### src/rtl/pri_icache_pkg.sv
// Shared types and helpers for the icache fetch prefetcher.
package pri_icache_pkg;

  typedef enum logic [1:0] {
    IDLE,
    RUN,
    BRANCH_WAIT
  } fetch_state_e;

  // Byte distance between consecutive instruction words.
  function automatic int unsigned ADDR_STEP(input int unsigned data_width);
    return data_width / 8;
  endfunction

endpackage

### src/rtl/pri_icache_fetch_fifo.sv
// Instruction buffer: holds returned words with their fetch address; flush empties it at once.
module pri_icache_fetch_fifo #(
  parameter int unsigned DEPTH      = 2,
  parameter int unsigned DATA_WIDTH = 32,
  parameter int unsigned ADDR_WIDTH = 32
) (
  input  logic                         clk,
  input  logic                         rst_n,
  input  logic                         flush,
  input  logic                         push,
  input  logic [DATA_WIDTH-1:0]        push_data,
  input  logic [ADDR_WIDTH-1:0]        push_addr,
  input  logic                         pop,
  output logic                         valid,
  output logic [DATA_WIDTH-1:0]        rdata,
  output logic [ADDR_WIDTH-1:0]        raddr,
  output logic [$clog2(DEPTH+1)-1:0]   count
);

  localparam int unsigned CW = $clog2(DEPTH + 1);
  localparam int unsigned PW = (DEPTH > 1) ? $clog2(DEPTH) : 1;

  logic [DATA_WIDTH-1:0] data_mem [DEPTH];
  logic [ADDR_WIDTH-1:0] addr_mem [DEPTH];
  logic [PW-1:0]         wr_ptr;
  logic [PW-1:0]         rd_ptr;
  logic                  do_push;
  logic                  do_pop;

  function automatic logic [PW-1:0] next_ptr(input logic [PW-1:0] p);
    return (p == PW'(DEPTH - 1)) ? '0 : p + PW'(1);
  endfunction

  // A full buffer still accepts a push when the head leaves in the same cycle.
  always_comb begin
    do_pop  = pop && (count != '0);
    do_push = push && ((count != CW'(DEPTH)) || do_pop);
  end

  always_ff @(posedge clk or negedge rst_n) begin
    if (!rst_n) begin
      wr_ptr <= '0;
      rd_ptr <= '0;
      count  <= '0;
      for (int unsigned i = 0; i < DEPTH; i++) begin
        data_mem[i] <= '0;
        addr_mem[i] <= '0;
      end
    end else if (flush) begin
      wr_ptr <= '0;
      rd_ptr <= '0;
      count  <= '0;
    end else begin
      if (do_push) begin
        data_mem[wr_ptr] <= push_data;
        addr_mem[wr_ptr] <= push_addr;
        wr_ptr           <= next_ptr(wr_ptr);
      end
      if (do_pop) begin
        rd_ptr <= next_ptr(rd_ptr);
      end
      case ({do_push, do_pop})
        2'b10:   count <= count + CW'(1);
        2'b01:   count <= count - CW'(1);
        default: count <= count;
      endcase
    end
  end

  assign valid = (count != '0);
  assign rdata = data_mem[rd_ptr];
  assign raddr = addr_mem[rd_ptr];

endmodule

### src/rtl/pri_icache_fetch_prefetcher.sv
// Sequential instruction prefetcher feeding the core from the private icache fetch port,
// with credit-limited issue, branch redirect and discard of stale in-flight responses.
module pri_icache_fetch_prefetcher
  import pri_icache_pkg::*;
#(
  parameter int unsigned FETCH_ADDR_WIDTH = 32,
  parameter int unsigned FETCH_DATA_WIDTH = 32,
  parameter int unsigned FIFO_DEPTH       = 2
) (
  input  logic                        clk,
  input  logic                        rst_n,
  input  logic                        req_i,
  input  logic                        branch_i,
  input  logic [FETCH_ADDR_WIDTH-1:0] branch_addr_i,
  input  logic                        ready_i,
  output logic                        valid_o,
  output logic [FETCH_DATA_WIDTH-1:0] rdata_o,
  output logic [FETCH_ADDR_WIDTH-1:0] addr_o,
  output logic                        busy_o,
  output logic                        fetch_req_o,
  output logic [FETCH_ADDR_WIDTH-1:0] fetch_addr_o,
  input  logic                        fetch_gnt_i,
  input  logic                        fetch_rvalid_i,
  input  logic [FETCH_DATA_WIDTH-1:0] fetch_rdata_i
);

  localparam int unsigned           CW         = $clog2(FIFO_DEPTH + 1);
  localparam logic [FETCH_ADDR_WIDTH-1:0] STEP = FETCH_ADDR_WIDTH'(ADDR_STEP(FETCH_DATA_WIDTH));
  localparam logic [FETCH_ADDR_WIDTH-1:0] ALIGN_MASK = ~(STEP - FETCH_ADDR_WIDTH'(1));

  fetch_state_e                state, state_next;
  logic [FETCH_ADDR_WIDTH-1:0] addr_q, addr_d;
  logic [FETCH_ADDR_WIDTH-1:0] target_q, target_d;
  logic [FETCH_ADDR_WIDTH-1:0] resp_addr_q, resp_addr_d;
  logic [FETCH_ADDR_WIDTH-1:0] branch_target;
  logic [CW-1:0]               outstanding_q, outstanding_d;
  logic [CW-1:0]               discard_q, discard_d;
  logic [CW-1:0]               fifo_count;
  logic                        pending_q;
  logic                        pending_now;
  logic                        credit;
  logic                        gnt;
  logic                        rvalid;
  logic                        push;

  assign branch_target = branch_addr_i & ALIGN_MASK;
  assign credit = ((CW+1)'(outstanding_q) + (CW+1)'(fifo_count)) < (CW+1)'(FIFO_DEPTH);
  // Responses with nothing outstanding are leftovers from before a reset.
  assign rvalid      = fetch_rvalid_i && (outstanding_q != '0);
  assign gnt         = fetch_req_o && fetch_gnt_i;
  assign pending_now = fetch_req_o && !fetch_gnt_i;
  assign push        = rvalid && !branch_i && (discard_q == '0);

  always_ff @(posedge clk or negedge rst_n) begin
    if (!rst_n) state <= IDLE;
    else        state <= state_next;
  end

  always_comb begin
    state_next = state;
    case (state)
      IDLE:        if (branch_i && req_i) state_next = RUN;
      RUN: begin
        if (branch_i)                     state_next = pending_now ? BRANCH_WAIT : RUN;
        else if (!req_i && !pending_now)  state_next = IDLE;
      end
      BRANCH_WAIT: if (fetch_gnt_i) state_next = RUN;
      default:     state_next = IDLE;
    endcase
  end

  // A raised request is held until granted, even if req_i or credit later drop.
  always_comb begin
    case (state)
      RUN:         fetch_req_o = pending_q || (req_i && credit);
      BRANCH_WAIT: fetch_req_o = 1'b1;
      default:     fetch_req_o = 1'b0;
    endcase
    fetch_addr_o = addr_q;
    busy_o       = (outstanding_q != '0) || fetch_req_o;
  end

  always_comb begin
    addr_d      = addr_q;
    target_d    = target_q;
    resp_addr_d = resp_addr_q;
    case ({gnt, rvalid})
      2'b10:   outstanding_d = outstanding_q + CW'(1);
      2'b01:   outstanding_d = outstanding_q - CW'(1);
      default: outstanding_d = outstanding_q;
    endcase
    discard_d = discard_q;
    if (branch_i) begin
      if (pending_now) target_d = branch_target;
      else             addr_d   = branch_target;
      resp_addr_d = branch_target;
      discard_d   = outstanding_d;
    end else begin
      if (gnt) addr_d = (state == BRANCH_WAIT) ? target_q : addr_q + STEP;
      if (push) resp_addr_d = resp_addr_q + STEP;
      if (rvalid && (discard_q != '0)) discard_d = discard_q - CW'(1);
      if ((state == BRANCH_WAIT) && gnt) discard_d = discard_d + CW'(1);
    end
  end

  always_ff @(posedge clk or negedge rst_n) begin
    if (!rst_n) begin
      addr_q        <= '0;
      target_q      <= '0;
      resp_addr_q   <= '0;
      outstanding_q <= '0;
      discard_q     <= '0;
      pending_q     <= 1'b0;
    end else begin
      addr_q        <= addr_d;
      target_q      <= target_d;
      resp_addr_q   <= resp_addr_d;
      outstanding_q <= outstanding_d;
      discard_q     <= discard_d;
      pending_q     <= pending_now;
    end
  end

  pri_icache_fetch_fifo #(
    .DEPTH      (FIFO_DEPTH),
    .DATA_WIDTH (FETCH_DATA_WIDTH),
    .ADDR_WIDTH (FETCH_ADDR_WIDTH)
  ) u_fifo (
    .clk       (clk),
    .rst_n     (rst_n),
    .flush     (branch_i),
    .push      (push),
    .push_data (fetch_rdata_i),
    .push_addr (resp_addr_q),
    .pop       (ready_i),
    .valid     (valid_o),
    .rdata     (rdata_o),
    .raddr     (addr_o),
    .count     (fifo_count)
  );

endmodule

### config.mk
export PLATFORM = sky130hd
export DESIGN_NAME = pri_icache_fetch_prefetcher
export DESIGN_NICKNAME = d
export VERILOG_FILES = /design/src/rtl/pri_icache_pkg.sv /design/src/rtl/pri_icache_fetch_fifo.sv /design/src/rtl/pri_icache_fetch_prefetcher.sv
export SDC_FILE = /design/constraint.sdc
export NUM_CORES = 1
export LEC_CHECK = 0
export CORE_ASPECT_RATIO = 0.7
export CORE_MARGIN = 2
export CORE_UTILIZATION = 45
export CTS_BUF_LIST = sky130_fd_sc_hd__clkbuf_8
export DETAILED_ROUTE_END_ITERATION = 12
export PLACE_DENSITY = 0.67
export SETUP_SLACK_MARGIN = 0.5
export SLEW_MARGIN = 0
export SYNTH_ARGS = -nofsm -noshare
export SYNTH_HDL_FRONTEND = slang
export SYNTH_SLANG_ARGS = --single-unit
### constraint.sdc
create_clock -name clk -period 3.9 [get_ports clk]
set_clock_uncertainty 0.15 [all_clocks]
set_input_delay 0.39 -clock clk [delete_from_list [all_inputs] [get_ports clk]]
set_output_delay 0.39 -clock clk [all_outputs]
set_load 0.02 [all_outputs]
==> metrics.md <==
| Metric | Value |
|---|---|
| TritonCTS clock tree | `done` |
| Sequential area share after synthesis | `0.504` |
| FF-to-FF setup slack | `0.94 ns` |
| CTS max path bufs | `3` |
| Crit share post-route | `0.847` |
| Clock Latency Late Sink | `0.53 ns` |
| Post-route DRC | `0` |
| First-pass GRT wire length | `44700 um` |
| Sw power | `0.00341 W` |
| FP Rows | `48` |
| Filler Cell Count | `2138` |
| Final core occ | `0.568` |
| Simple-Gate Fraction of Synth Area | `0.100` |
| Die span in x | `192 um` |
| Reg clk slew, reported paths | `0.06 ns` |
| Fmax | `0.303 GHz` |
| Initial Util | `0.456` |
| Post-Synth Adder-Cell Area | `0.0108` |
| Switching Share | `0.345` |
| RSZ-0062 raised after global routing | `false` |
| Vias per inst | `5.68` |
| Reg area | `5630 sq um` |
| Via count | `8330` |
| Hold Path Class | `in -> reg` |
| Initial antenna violation count | `0` |
| DRT antenna net count | `0` |
| # setup viols final | `0` |
| Slew @ Worst Pin | `0.875 ns` |
| Hold_sp | `branch_i` |
| Outcome | `finished clean` |
| Pleak | `5.87 nW` |
| Cts bufs inserted | `38` |
| Routed len/inst | `19.3 um` |
| Overflow after GRT | `0` |
| Met3 wire len | `2140 um` |
| Main combinational cell family by area after synthesis | `multiplexers` |
| Commonest non-fill, non-tap cells in the layout | `227 x mux2_2, 223 x dfrtp_1, 160 x clkdlybuf4s50_1` |
| Critical R2R Capture | `target_q[10]$_DFFE_PN0P_` |
| Sequential share of power | `0.401` |
| Metal1 wirelength | `13700 um` |
| Clock root buffer | `clkbuf_8` |
| Worst path arrival time | `2.76 ns` |
| # diodes | `0` |
| YS warnings | `0` |
| Final wirelength | `28200 um` |
| Final slew viol count | `0` |
| Post-DP HPWL | `19000 um` |
| Synth Register Bits | `225` |
| Post-synthesis cell count | `951` |
| H-Tree Depth | `2` |
| CP max FO | `8` |
| DRT Pass-1 Iters | `5` |
| GRT Total Usage | `0.217` |
| WHS Endpoint | `u_fifo.rd_ptr$_DFFE_PN0P_` |
| Share of cells above drive strength 1 | `0.280` |
| Leading area contributor after synthesis | `dfrtp_1` |
| Fin nets | `1198` |
| Final hold vios | `0` |
| Die Ht | `136 um` |
| I/O pin count | `170` |
| Port bufs | `163` |
| Reg-to-reg startpoint | `u_fifo.count[0]$_DFFE_PN0P_` |
| Routability cong. | `0.833` |
| Multi-input gate area | `5240 sq um` |
| Combinational share of power | `0.391` |
| Synth top area share | `0.504` |
| Met2 wire len | `12100 um` |
| Initial DRC count | `781` |
| Critical Path Sink Type | `primary output` |
| Async SR Flop Fraction | `1.00` |
| Worst Reg-to-Reg Cells | `9` |
| PwrDens | `711 nW/um^2` |
| Int Pwr | `0.00648 W` |
| Vias in the first global route | `8184` |
| CTS Sinks | `225` |
| DR top layer | `met4` |
| Startpoint types | `flop` |
| Mean Syn Cell Area | `11.7 sq um` |
| Setup TNS | `0 ns` |
| Post-synth EDFFs | `0` |
| Critical path type | `reg -> out` |
| Post-synthesis mux area share | `0.230` |
| Post-Syn Area | `11200 sq um` |
| Peak VDD IR | `0.505 mV` |
| Netlist cell types | `63` |
| XOR/XNOR Fraction of Synth Area | `0.0337` |
| CP Data Required Time | `3.36 ns` |
| Die area | `26100 sq um` |
| Commonest non-fill, non-tap cell in the layout | `mux2_2` |
| Hold Crit Depth | `2` |
| Total chip power | `0.00990 W` |
| Core area | `24500 sq um` |
| Synth top area cells | `dfrtp_1 50%, mux2_2 23%, xnor2_1 2.0%` |
| Area delta synth->final | `24.7%` |
| Largest net degree at the start of global routing | `109` |
| Clk network pwr share | `0.208` |
| Max-cap violations | `0` |
| Max-Slew Margin vs Limit | `0.417` |
| Main synth FF type | `dfrtp_1` |
| Synth Area in Compound Gates | `0.0922` |
| Final min period | `3.30 ns` |
## layout make-up
cell class / count / area share
inverter: 13 / 0.00350
sequential: 225 / 0.404
clock buffer: 48 / 0.0474
tap: 325 / 0.0292
clock inverter: 16 / 0.00521
timing repair buffer: 185 / 0.134
multi-input combinational: 655 / 0.377
## worst max-delay path, stage by stage, from the launching register on
cell and delay (ns):
dfrtp_1 0.45, and2_1 0.20, fa_1 0.47, and4bb_2 0.24, o21ai_4 0.15, inv_2 0.09
or3_1 0.31, dlygate4sd2_1 0.33
## Yosys cell counts, drive strengths merged (3+ instances only)
cell type	n
mux2	227
dfrtp	225
nand2	59
o21ai	42
nor2	41
clkbuf	32
buf	29
xnor2	26
a21oi	24
nand3	24
a31oi	18
nand4	18
xor2	17
nor3	15
inv	13
o211ai	12
and3	11
and4	11
nor4	11
o21a	11
ha	8
or3	7
o31ai	5
a211oi	4
and2	4
nand2b	4
o221ai	4
a311oi	3
a31o	3
nor2b	3
o311ai	3
or4	3
## state kept, by name, summed over array words and instances, names as in the netlist
signal and count:
u_fifo.rd_ptr 1, u_fifo.wr_ptr 1, u_fifo.count 2, target_q 30, outstanding_q 2, u_fifo.addr_mem 60
u_fifo.data_mem 64, resp_addr_q 30, pending_q 1, discard_q 2, fetch_addr_o 30, state 2
## what timing repair did
item | 4_1_cts | 5_1_grt
endpoints found under the setup margin | 2 | 0
hold buffers | 1 | 0
setup buffers | 1 | 0
endpoints found under the hold margin | 106 | 0
gates resized for setup | 4 | 0
## cell families after synthesis
group / count (synthesis)
adder cells (fa/ha/maj): 9
AO/OA/AOI/OAI: 155
XOR/XNOR: 43
other: 1
multiplexers: 228
AND/OR/NAND/NOR: 216
buffers and inverters: 74
flip-flops: 225
## worst max-delay path by stage
stage                     cells after the start                   startpoint  slack [ns]                      endpoint
after floorplan                              10   outstanding_q[0]$_DFF_PN0_        1.05  fetch_addr_o[19]$_DFFE_PN0P_
after global placement                        7   outstanding_q[0]$_DFF_PN0_        0.71                        busy_o
after detailed placement                      7   outstanding_q[0]$_DFF_PN0_        0.64                        busy_o
after CTS                                     7  u_fifo.count[0]$_DFFE_PN0P_        0.58                        busy_o
after global routing                          7  u_fifo.count[0]$_DFFE_PN0P_        0.50                        busy_o
final                                         7  u_fifo.count[0]$_DFFE_PN0P_        0.60                        busy_o
## per-stage QoR
stage / hold slack, ns / setup WS, ns / cells / instance area [sq um]
after CTS: 0.236 / 0.582 / 1467 / 13900
after global placement: 0.333 / 0.714 / 1401 / 13200
after global routing: 0.275 / 0.505 / 1467 / 13900
final: 0.274 / 0.596 / 1467 / 13900
after floorplan: -0.0556 / 1.05 / 954 / 11200
after detailed placement: 0.340 / 0.645 / 1401 / 13200
## metal layers
layer	track usage	up-vias
met5	0	-
met4	0.0526	0
met3	0.0477	33
met2	0.310	293
met1	0.333	4196
li1	-	3808
## power groups by stage
stage	logic (W)	registers, W	clock network [W]
final	0.00387	0.00397	0.00206
after global routing	0.00416	0.00411	0.00223
after CTS	0.00390	0.00397	0.00212
after detailed placement	0.00387	0.00399	0
after global placement	0.00381	0.00395	0
after floorplan	0.00232	0.00391	0
No activity file was read; power rests on OpenSTA's default activity.
